<file path="src/rtl/cpu_ctrl_pkg.sv">
// Shared definitions for the processor run/halt/step controller: FSM state
// encoding, the default halt instruction word and the 2-bit display code.
package cpu_ctrl_pkg;

  typedef enum logic [2:0] {
    ST_HALT  = 3'd0,
    ST_RUN   = 3'd1,
    ST_STEP  = 3'd2,
    ST_BREAK = 3'd3,
    ST_DONE  = 3'd4
  } run_state_e;

  localparam logic [31:0] HALT_INSTR_DEFAULT = 32'hFFFF_FFFF;

  localparam logic [1:0] DISP_HALT  = 2'd0;
  localparam logic [1:0] DISP_RUN   = 2'd1;
  localparam logic [1:0] DISP_STEP  = 2'd2;
  localparam logic [1:0] DISP_BREAK = 2'd3;

  // DONE shares the BREAK display code; the separate done flag tells them apart.
  function automatic logic [1:0] state_disp(input run_state_e s);
    case (s)
      ST_HALT:  return DISP_HALT;
      ST_RUN:   return DISP_RUN;
      ST_STEP:  return DISP_STEP;
      default:  return DISP_BREAK;
    endcase
  endfunction

endpackage

</file>
<file path="src/rtl/debounce_pulse.sv">
// Two-flop synchroniser, stability-count debouncer and rising-edge pulse
// for an asynchronous board button.
module debounce_pulse #(
  parameter int unsigned DEBOUNCE_CYCLES = 16
) (
  input  logic clk,
  input  logic reset,
  input  logic raw_i,
  output logic pulse_o
);

  localparam int unsigned CNT_W = (DEBOUNCE_CYCLES < 2) ? 1 : $clog2(DEBOUNCE_CYCLES + 1);
  localparam logic [CNT_W-1:0] CNT_LAST = CNT_W'(DEBOUNCE_CYCLES - 1);

  logic [1:0]       sync_q;
  logic             level_q;
  logic             pulse_q;
  logic [CNT_W-1:0] cnt_q;

  // The counter tracks consecutive cycles where the synchronised input
  // disagrees with the accepted level; any agreement restarts the wait.
  always_ff @(posedge clk) begin
    if (reset) begin
      sync_q  <= 2'b00;
      level_q <= 1'b0;
      pulse_q <= 1'b0;
      cnt_q   <= '0;
    end else begin
      // NOTE: sequential state uses non-blocking assignments so every flop
      // samples pre-edge values regardless of statement order.
      sync_q  <= {sync_q[0], raw_i};
      pulse_q <= 1'b0;
      if (sync_q[1] != level_q) begin
        if (cnt_q == CNT_LAST) begin
          level_q <= sync_q[1];
          pulse_q <= sync_q[1];
          cnt_q   <= '0;
        end else begin
          cnt_q <= cnt_q + 1'b1;
        end
      end else begin
        cnt_q <= '0;
      end
    end
  end

  assign pulse_o = pulse_q;

endmodule

</file>
<file path="src/rtl/cpu_run_ctrl.sv">
// Run/halt/single-step controller for the single-cycle datapath: issues the
// per-cycle commit enable, handles breakpoint and halt instruction, counts cycles.
module cpu_run_ctrl
  import cpu_ctrl_pkg::*;
#(
  parameter int unsigned DEBOUNCE_CYCLES = 16,
  parameter logic [31:0] HALT_INSTR      = HALT_INSTR_DEFAULT
) (
  input  logic        clk,
  input  logic        reset,
  input  logic        run_sw,
  input  logic        step_btn,
  input  logic        bp_en,
  input  logic [31:0] bp_addr,
  input  logic [31:0] pc,
  input  logic [31:0] instr,
  output logic        cpu_en,
  output logic        halted,
  output logic [1:0]  state,
  output logic        done,
  output logic [31:0] cycle_count,
  output logic [31:0] retired_count
);

  logic [1:0]  run_sync_q;
  logic        run_sw_s;
  logic        step_pulse;
  run_state_e  state_q, state_d;
  logic        skip_bp_q, skip_bp_d;
  logic        bp_hit, halt_hit;
  logic        halted_q, done_q;
  logic [1:0]  state_disp_q;
  logic [31:0] cycle_q, retired_q;

  debounce_pulse #(
    .DEBOUNCE_CYCLES (DEBOUNCE_CYCLES)
  ) u_step_db (
    .clk     (clk),
    .reset   (reset),
    .raw_i   (step_btn),
    .pulse_o (step_pulse)
  );

  assign run_sw_s = run_sync_q[1];
  assign bp_hit   = bp_en && (pc == bp_addr) && !skip_bp_q;
  assign halt_hit = (instr == HALT_INSTR);

  // A matched breakpoint or halt word suppresses commit in the same cycle.
  always_comb begin
    // NOTE: every combinational output gets a default first so no path
    // through the case leaves it unassigned and infers a latch.
    cpu_en = 1'b0;
    if (!reset) begin
      case (state_q)
        ST_RUN:  cpu_en = !bp_hit && !halt_hit;
        ST_STEP: cpu_en = !halt_hit;
        default: cpu_en = 1'b0;
      endcase
    end
  end

  always_comb begin
    state_d   = state_q;
    skip_bp_d = skip_bp_q;
    case (state_q)
      ST_HALT: begin
        if (run_sw_s) begin
          state_d   = ST_RUN;
          skip_bp_d = 1'b1;
        end else if (step_pulse) begin
          state_d = ST_STEP;
        end
      end
      ST_RUN: begin
        skip_bp_d = 1'b0;
        if (halt_hit)       state_d = ST_DONE;
        else if (bp_hit)    state_d = ST_BREAK;
        else if (!run_sw_s) state_d = ST_HALT;
      end
      ST_STEP:  state_d = halt_hit ? ST_DONE : ST_HALT;
      ST_BREAK: begin
        if (step_pulse)     state_d = ST_STEP;
        else if (!run_sw_s) state_d = ST_HALT;
      end
      default:  state_d = ST_DONE;
    endcase
  end

  always_ff @(posedge clk) begin
    if (reset) begin
      run_sync_q   <= 2'b00;
      state_q      <= ST_HALT;
      skip_bp_q    <= 1'b0;
      halted_q     <= 1'b1;
      done_q       <= 1'b0;
      state_disp_q <= DISP_HALT;
      cycle_q      <= '0;
      retired_q    <= '0;
    end else begin
      run_sync_q   <= {run_sync_q[0], run_sw};
      state_q      <= state_d;
      skip_bp_q    <= skip_bp_d;
      halted_q     <= (state_d == ST_HALT) || (state_d == ST_BREAK) || (state_d == ST_DONE);
      done_q       <= (state_d == ST_DONE);
      state_disp_q <= state_disp(state_d);
      cycle_q      <= cycle_q + 32'd1;
      if (cpu_en) retired_q <= retired_q + 32'd1;
    end
  end

  assign halted        = halted_q;
  assign done          = done_q;
  assign state         = state_disp_q;
  assign cycle_count   = cycle_q;
  assign retired_count = retired_q;

endmodule

</file>
<file path="config.mk">
export PLATFORM = sky130hd
export DESIGN_NAME = cpu_run_ctrl
export DESIGN_NICKNAME = d
export VERILOG_FILES = /design/src/rtl/cpu_ctrl_pkg.sv /design/src/rtl/debounce_pulse.sv /design/src/rtl/cpu_run_ctrl.sv
export SDC_FILE = /design/constraint.sdc
export NUM_CORES = 1
export LEC_CHECK = 0
export ABC_CLOCK_PERIOD_IN_PS = 2000
export BUFFER_PORTS_ARGS = -buffer_cell sky130_fd_sc_hd__buf_4
export CAP_MARGIN = 15
export CORE_ASPECT_RATIO = 1.1
export CORE_MARGIN = 2
export CORE_UTILIZATION = 48
export CTS_CLUSTER_DIAMETER = 30
export DETAILED_ROUTE_END_ITERATION = 7
export PLACE_DENSITY = 0.8
export SETUP_SLACK_MARGIN = 0.5
export SLEW_MARGIN = 20
export SYNTH_ARGS = -nofsm -noshare
export SYNTH_HDL_FRONTEND = slang
export SYNTH_SLANG_ARGS = --single-unit
</file>
<file path="constraint.sdc">
create_clock -name clk -period 2 [get_ports clk]
set_input_delay 0.2 -clock clk [delete_from_list [all_inputs] [get_ports clk]]
set_output_delay 0.2 -clock clk [all_outputs]
set_load 0.02 [all_outputs]
</file>
==> results of run 1 <==
## cell families after synthesis
| logic type | Yosys count | synth area share (%) |
|---|---|---|
| multiplexers | 3 | 0.796 |
| AND/OR/NAND/NOR | 218 | 30.7 |
| flip-flops | 83 | 40.7 |
| AO/OA/AOI/OAI | 74 | 10.1 |
| XOR/XNOR | 64 | 13.9 |
| adder cells (fa/ha/maj) | 4 | 1.23 |
| buffers and inverters | 23 | 2.54 |
## timing repair
item                       CTS  global route
setup endpoints to repair   58            65
pin swaps                   53            37
gates cloned                 1             0
gates resized for setup     40            61
setup buffers               45            17
## cell usage in the layout (no fill, tap or decap), types with 9 or more instances in the layout
cell type and count:
sky130_fd_sc_hd__clkbuf_8 9, sky130_fd_sc_hd__nand4_1 28, sky130_fd_sc_hd__xor2_1 49, sky130_fd_sc_hd__buf_6 18
sky130_fd_sc_hd__nand3_1 17, sky130_fd_sc_hd__or3_1 24, sky130_fd_sc_hd__o21ai_0 17, sky130_fd_sc_hd__xnor2_1 10
sky130_fd_sc_hd__dfxtp_2 20, sky130_fd_sc_hd__nor2_1 38, sky130_fd_sc_hd__dfxtp_4 26, sky130_fd_sc_hd__a21oi_1 32
sky130_fd_sc_hd__and3_1 9, sky130_fd_sc_hd__dfxtp_1 37, sky130_fd_sc_hd__buf_4 225
## worst register-to-register path: cells and delay by family (launching register included)
kind | cells | cell delay, ns
AND/OR/NAND/NOR | 5 | 1.11
buffers and inverters | 1 | 0.15
AO/OA/AOI/OAI | 1 | 0.12
flip-flops | 1 | 0.35
## worst max path at each step
stage                                 startpoint                        endpoint  cells after the start
after floorplan                      bp_addr[14]   retired_count[1]$_SDFFE_PP0P_                      7
after global placement               bp_addr[26]  retired_count[23]$_SDFFE_PP0P_                      9
after detailed placement             bp_addr[28]  retired_count[25]$_SDFFE_PP0P_                      9
after CTS                 skip_bp_q$_SDFFE_PP0P_                          cpu_en                      6
after global routing      skip_bp_q$_SDFFE_PP0P_                          cpu_en                      6
final                                bp_addr[30]                          cpu_en                      8
## report_power, final
group / internal, mW / switching (mW) / total [mW]
Combinational: 0.215 / 0.156 / 0.371
Sequential: 1.64 / 0.0188 / 1.65
Clock: 0.614 / 0.690 / 1.30
Total: 2.46 / 0.865 / 3.33
## final cells by class
| type | instances | area [um^2] | share of cell area, % |
|---|---|---|---|
| clock buffers | 11 | 174 | 2.52 |
| clock inverters | 5 | 37.5 | 0.543 |
| inverters | 4 | 15.0 | 0.217 |
| multi-input cells | 363 | 2760 | 39.9 |
| flip-flops and latches | 83 | 1780 | 25.8 |
| well taps | 111 | 139 | 2.01 |
| repair buffers | 248 | 2000 | 29.0 |
## sequential cells by signal, indices dropped and copies added (netlist names)
name,flops
done,1
u_step_db.level_q,1
retired_count,32
u_step_db.sync_q,2
skip_bp_q,1
halted,1
u_step_db.pulse_o,1
run_sync_q,2
cycle_count,32
state_q,3
state,2
u_step_db.cnt_q,5
## per-layer routing
layer  vias up  track usage [%]  routed length (um)  part of all wire [%]
met1      2259             33.2                5480                    39
met3        30             4.11                 649                   4.6
met4         0             11.1                 266                   1.9
li1       2169                -                   -                     -
met5         -                0                   0                     0
met2       159             49.8                7820                    55
## stage by stage
stage	total power [mW]	instances
after floorplan	1.82	469
after global placement	2.02	746
after detailed placement	2.03	746
after CTS	3.29	808
after global routing	3.41	825
final	3.33	825
==> summary.log, run 1 <==
[sta] final hold violation count 0
[die] Die ar. 9270 um^2
[final_layout] final-layout fill cell count 513
[drt] starting DRC count in detailed routing 183
[sta] Final min period 1.87 ns
[synth] average size of a mapped cell 8.71 um^2
[final_layout] post-layout util 83.1%
[power_and_ir_drop] total power divided by cell area 482 nW/um^2
[power_and_ir_drop] largest voltage drop on the vdd net 0.000470 V
[placement] Port Buffers 169
[synth] Synthesized Nets 574
[final_layout] net count of the finished layout 814
[worst_hold_path] Hold Crit Start run_sw
[sta] maximum clock frequency 535 MHz
[clocking] number of CTS-inserted buffers 9
[drt] DRC Markers 0
[power_and_ir_drop] leakage component of the power 2.99 nW
[clocking] CTS root buffer sky130_fd_sc_hd__clkbuf_8
[sta] Max-Slew Margin vs Limit 44.7%
[drt] drt pass-1 iters 5
[synth] portion of the post-synthesis area used by sequential elements 40.7%
[sta] worst setup skew after layout 0.0181 ns
[synth] most numerous cell types in the synthesized netlist sky130_fd_sc_hd__dfxtp_1 (83), sky130_fd_sc_hd__xor2_1 (50), sky130_fd_sc_hd__nor2_1 (46)
[clocking] hold buffer count at cts 0
[sta] ratio of final minimum period to clock period 93.5%
[worst_setup_path] endpoint arrival time on the critical path 1.67 ns
[synth] leading cell type by number of instances after synthesis sky130_fd_sc_hd__dfxtp_1
[synth] count of mapped cells out of synthesis 469
[sta] final count of negative-setup-slack endpoints 0
[worst_setup_path] Critical R2R Launch retired_count[9]$_SDFFE_PP0P_
[die] floorplan core area 8320 um^2
[final_layout] Diodes inserted 0
[worst_setup_path] worst flop-to-flop path endpoint retired_count[18]$_SDFFE_PP0P_
[clocking] maximum clock path buffer count 2
[global_routing] number of antenna violations at the first check in global routing 0
[placement] hpwl dp 8650 um
[die] die height 101 um
[placement] weighted congestion at the end of routability-driven global placement 0.903
[clocking] clock net sink count 83
[synth] fraction of synthesized cell area taken by the top area cell type 40.7%
[worst_hold_path] number of cells on the worst hold path 2
[sta] pin slew with the least headroom to its limit 0.830 ns
[sta] Setup Total Neg Slack 0 ns
[worst_setup_path] kind of end point of the critical path output pin
[worst_hold_path] worst hold endpoint run_sync_q[0]$_SDFF_PP0_
[synth] Yosys warning count 0
[worst_setup_path] cell family with most CP delay simple AND/OR/NAND/NOR gates
[global_routing] global-route wire length before repair 20900 um
[status] outcome finished, final reports clean
[placement] Worst Setup Slack post-DPL -0.0169 ns
[placement] area after detailed placement 5800 um^2
[final_layout] area growth from synthesis to layout 69.2%
[sta] number of pins exceeding their max-slew limit in the final report 0
[worst_hold_path] classification of the worst-slack hold path input pin to register
[drt] average detailed-routed wire length per instance 17.2 um
[synth] commonest register cell after synthesis sky130_fd_sc_hd__dfxtp_1
[sta] Worst Hold Slack 0.0642 ns
[sta] worst-case setup margin in the final layout 0.129 ns
[drt] number of nets with antenna violations after detailed routing 0
[worst_setup_path] number of buffer and inverter stages on the critical path 3
[clocking] CTS clk-pin slew, worst paths 0.08 ns
[clocking] number of levels the H-tree was split into 3
[die] number of top-level design ports 170
[synth] async set or reset register ratio after synthesis 0%
[drt] Total Wirelength 14200 um
[synth] count of different cell masters after synthesis 44
[drt] via count 4617
[job] number of maximum-capacitance violations 0
[global_routing] global route overflow 0
[final_layout] Post-Layout Inst Area 6910 um^2
[worst_setup_path] setup slack of the worst register-to-register path 0.19 ns
[worst_setup_path] CP Max Fanout 6
[synth] #FFs+latches synth 83
[clocking] CTS tree yes
[worst_setup_path] worst-path cell chain buf_4 > xor2_1 > nor3_1 > o21ai_4 > nor3_4 > buf_12 > nor2_4 > buf_6
[die] floorplan die width 92.0 um
[worst_setup_path] Worst Setup Start Kind input pin
[global_routing] total routing resource utilization after global routing 27.7%
[synth] Mapped Area 4090 um^2
[worst_setup_path] type of the worst setup path input pin to output pin
[worst_setup_path] worst r2r path cells 7
[clocking] clock latency on the worst-skew pair 0.37 ns
[drt] vias per cell 5.60
[worst_setup_path] Slowest-stage cell, CP sky130_fd_sc_hd__nor3_1
[global_routing] via count of the first global-routing pass 4535
[worst_setup_path] WP data required 1.80 ns
[final_layout] fraction of layout instances using a drive strength above 1 54.8%
[die] effective utilization at floorplan 49.1%
[die] Core Rows 35
[synth] largest cells by area after synthesis sky130_fd_sc_hd__dfxtp_1 (41%), sky130_fd_sc_hd__xor2_1 (11%), sky130_fd_sc_hd__a21oi_1 (4.4%), sky130_fd_sc_hd__nand4_1 (4.3%), sky130_fd_sc_hd__nor2_1 (4.2%)
[synth] cell type with the highest aggregate area in the netlist sky130_fd_sc_hd__dfxtp_1
[global_routing] largest net degree at the start of global routing 80
[worst_setup_path] longest individual stage delay on the worst path 0.46 ns
[synth] Post-synth EDFFs 0
[sta] unrepaired setup endpoints after global routing yes
(Power assumes the default switching activity.)
==> inputs of run 2 (changes only) <==
--- a/config.mk
+++ b/config.mk
@@ -13,6 +13,7 @@
 export CORE_UTILIZATION = 48
 export CTS_CLUSTER_DIAMETER = 30
 export DETAILED_ROUTE_END_ITERATION = 7
+export GPL_TIMING_DRIVEN = 0
 export PLACE_DENSITY = 0.8
 export SETUP_SLACK_MARGIN = 0.5
 export SLEW_MARGIN = 20
==> run 2 against run 1 <==
Worst setup slack got worse by 0.029 ns. Combinational power fell by 2%. Largest cell class unchanged. Largest power group unchanged. Count of clock-buffer cells in the layout did not move. Via count fell by 0.37%. Critical endpoint is now retired_count[13]$_SDFFE_PP0P_.
==> summary.log, run 2 (synthesis results as in run 1) <==
[placement] hpwl dp 8980 um
[sta] worst-case setup margin in the final layout 0.100 ns
[power_and_ir_drop] total power consumption of the routed design 3.07 mW
[worst_setup_path] Worst Setup Start Kind register
[final_layout] fraction of layout instances using a drive strength above 1 51.4%
[worst_setup_path] type of the worst setup path register to register
[drt] starting DRC count in detailed routing 224
[global_routing] number of antenna violations at the first check in global routing 0
[power_and_ir_drop] share of total power in combinational logic 11.8%
[final_layout] commonest non-fill, non-tap cell in the layout sky130_fd_sc_hd__buf_4
[global_routing] via count of the first global-routing pass 4540
[die] effective utilization at floorplan 49.1%
[worst_setup_path] worst r2r path cells 8
[worst_setup_path] longest individual stage delay on the worst path 0.53 ns
[power_and_ir_drop] total power divided by cell area 461 nW/um^2
[power_and_ir_drop] share of total power in sequential cells 54.0%
[final_layout] final-layout fill cell count 498
[sta] final count of negative-setup-slack endpoints 0
[drt] DRC Markers 0
[sta] worst setup skew after layout 0.00965 ns
[sta] ratio of final minimum period to clock period 95.0%
[sta] pin slew with the least headroom to its limit 0.671 ns
[die] floorplan core area 8320 um^2
[power_and_ir_drop] switching part of the total 25.1%
[die] number of top-level design ports 170
[worst_setup_path] setup slack of the worst register-to-register path 0.10 ns
[clocking] CTS root buffer sky130_fd_sc_hd__clkbuf_8
[clocking] number of CTS-inserted buffers 9
[worst_setup_path] worst flop-to-flop path endpoint retired_count[13]$_SDFFE_PP0P_
[worst_setup_path] CP Max Fanout 10
[sta] Setup Total Neg Slack 0 ns
[status] outcome finished, final reports clean
[global_routing] total routing resource utilization after global routing 27.7%
[drt] number of nets with antenna violations after detailed routing 0
[placement] Port Buffers 168
[worst_setup_path] most numerous cell on the critical path sky130_fd_sc_hd__buf_4
[sta] maximum clock frequency 526 MHz
[worst_hold_path] classification of the worst-slack hold path input pin to register
[sta] number of pins exceeding their max-slew limit in the final report 0
[worst_hold_path] worst hold endpoint u_step_db.sync_q[0]$_SDFF_PP0_
[drt] drt pass-1 iters 5
[worst_setup_path] endpoint arrival time on the critical path 2.18 ns
[worst_setup_path] Critical R2R Launch state_q[1]$_SDFF_PP0_
[power_and_ir_drop] cell internal power dissipation 2.30 mW
[clocking] clock latency on the worst-skew pair 0.36 ns
[die] Core Rows 35
[die] Die ar. 9270 um^2
[clocking] clock net sink count 83
[clocking] number of levels the H-tree was split into 3
[worst_setup_path] worst-path cell chain buf_4 > nand2b_1 > o21ai_2 > nor3_4 > buf_4 > buf_6 > or4_1 > a21oi_1
[drt] average detailed-routed wire length per instance 16.8 um
[global_routing] global-route wire length before repair 20700 um
[sta] final hold violation count 0
[sta] Final min period 1.90 ns
[sta] Worst Hold Slack 0.0598 ns
[final_layout] Diodes inserted 0
[final_layout] area growth from synthesis to layout 63.2%
[power_and_ir_drop] largest voltage drop on the vdd net 0.000461 V
[final_layout] commonest cells after routing, fill and taps aside sky130_fd_sc_hd__buf_4 (213), sky130_fd_sc_hd__xor2_1 (50), sky130_fd_sc_hd__nor2_1 (42), sky130_fd_sc_hd__dfxtp_1 (39), sky130_fd_sc_hd__a21oi_1 (30)
[power_and_ir_drop] clock network power share 34.2%
[global_routing] largest net degree at the start of global routing 14
[clocking] hold buffer count at cts 0
[power_and_ir_drop] leakage component of the power 2.83 nW
[drt] Total Wirelength 13800 um
[final_layout] post-layout util 80.1%
[die] die height 101 um
[clocking] CTS clk-pin slew, worst paths 0.08 ns
[job] number of maximum-capacitance violations 0
[worst_setup_path] WP data required 2.28 ns
[power_and_ir_drop] switching power of the nets 0.771 mW
[placement] Worst Setup Slack post-DPL -0.394 ns
[worst_setup_path] kind of end point of the critical path register
[sta] Max-Slew Margin vs Limit 55.3%
[worst_hold_path] Hold Crit Start step_btn
[drt] via count 4600
[worst_setup_path] Slowest-stage cell, CP sky130_fd_sc_hd__or4_1
[die] floorplan die width 92.0 um
[clocking] maximum clock path buffer count 2
[clocking] CTS tree yes
[drt] vias per cell 5.60
[placement] weighted congestion at the end of routability-driven global placement 0.857
[global_routing] global route overflow 0
[sta] unrepaired setup endpoints after global routing yes
[final_layout] net count of the finished layout 810
[worst_hold_path] number of cells on the worst hold path 2
## run 2: changes by cell type in the layout (fill, tap and decap cells not counted), sizes merged
cell,before,now
bufbuf,1,0
inv,8,5
clkbuf,11,22
buf,247,233
clkinv,0,3
## run 2: metal layers
metal / wire, um / GRT usage (%) / up-vias
met4: 413 / 10.9 / 0
li1: - / - / 2164
met3: 865 / 7.85 / 38
met2: 7040 / 49.3 / 183
met5: 0 / 0 / -
met1: 5500 / 31.5 / 2215
## run 2: layout make-up
| cell class | instances | area (um^2) | share of cell area, % |
|---|---|---|---|
| inverters | 4 | 15.0 | 0.225 |
| clock inverters | 5 | 28.8 | 0.432 |
| multi-input cells | 363 | 2690 | 40.3 |
| well taps | 111 | 139 | 2.08 |
| clock buffers | 11 | 131 | 1.97 |
| flip-flops and latches | 83 | 1770 | 26.5 |
| repair buffers | 225 | 1760 | 26.4 |
| plain buffers | 19 | 136 | 2.05 |
## run 2: timing repair
| item | 4_1_cts | 5_1_grt |
|---|---|---|
| setup endpoints to repair | 60 | 72 |
| resized for setup | 45 | 37 |
| pin swaps | 32 | 28 |
| setup buffers | 43 | 14 |
| cloned | 0 | 0 |
## run 2: critical path, delay by kind of cell (launching register included)
kind,cells,cell delay [ns]
DFF,1,0.40
and+or+nand+nor,3,0.67
AOI/OAI and AO/OA,2,0.32
buffers and inverters,3,0.44
## run 2: how the worst max path moves through the flow
stage,start,endpoint,slack [ns]
2_1_floorplan,bp_addr[14],retired_count[1]$_SDFFE_PP0P_,0.26
3_3_place_gp,bp_addr[14],retired_count[23]$_SDFFE_PP0P_,-0.34
3_5_place_dp,bp_addr[14],retired_count[26]$_SDFFE_PP0P_,-0.39
4_1_cts,skip_bp_q$_SDFFE_PP0P_,cpu_en,0.09
5_1_grt,state_q[1]$_SDFF_PP0_,cpu_en,0.07
6_report,state_q[1]$_SDFF_PP0_,retired_count[13]$_SDFFE_PP0P_,0.10
## run 2: metrics by stage
step,instances,instance area [um^2]
global placement,748,5740
floorplan,469,4340
CTS,807,6410
finish,821,6670
global route,821,6670
detailed placement,748,5740
## run 2: power by group through the flow
| stage | logic, mW | clock network, mW | registers, mW |
|---|---|---|---|
| final | 0.364 | 1.05 | 1.66 |
| after CTS | 0.357 | 1.07 | 1.66 |
| after floorplan | 0.110 | 0 | 1.71 |
| after global routing | 0.390 | 1.13 | 1.66 |
| after global placement | 0.316 | 0 | 1.70 |
| after detailed placement | 0.325 | 0 | 1.70 |
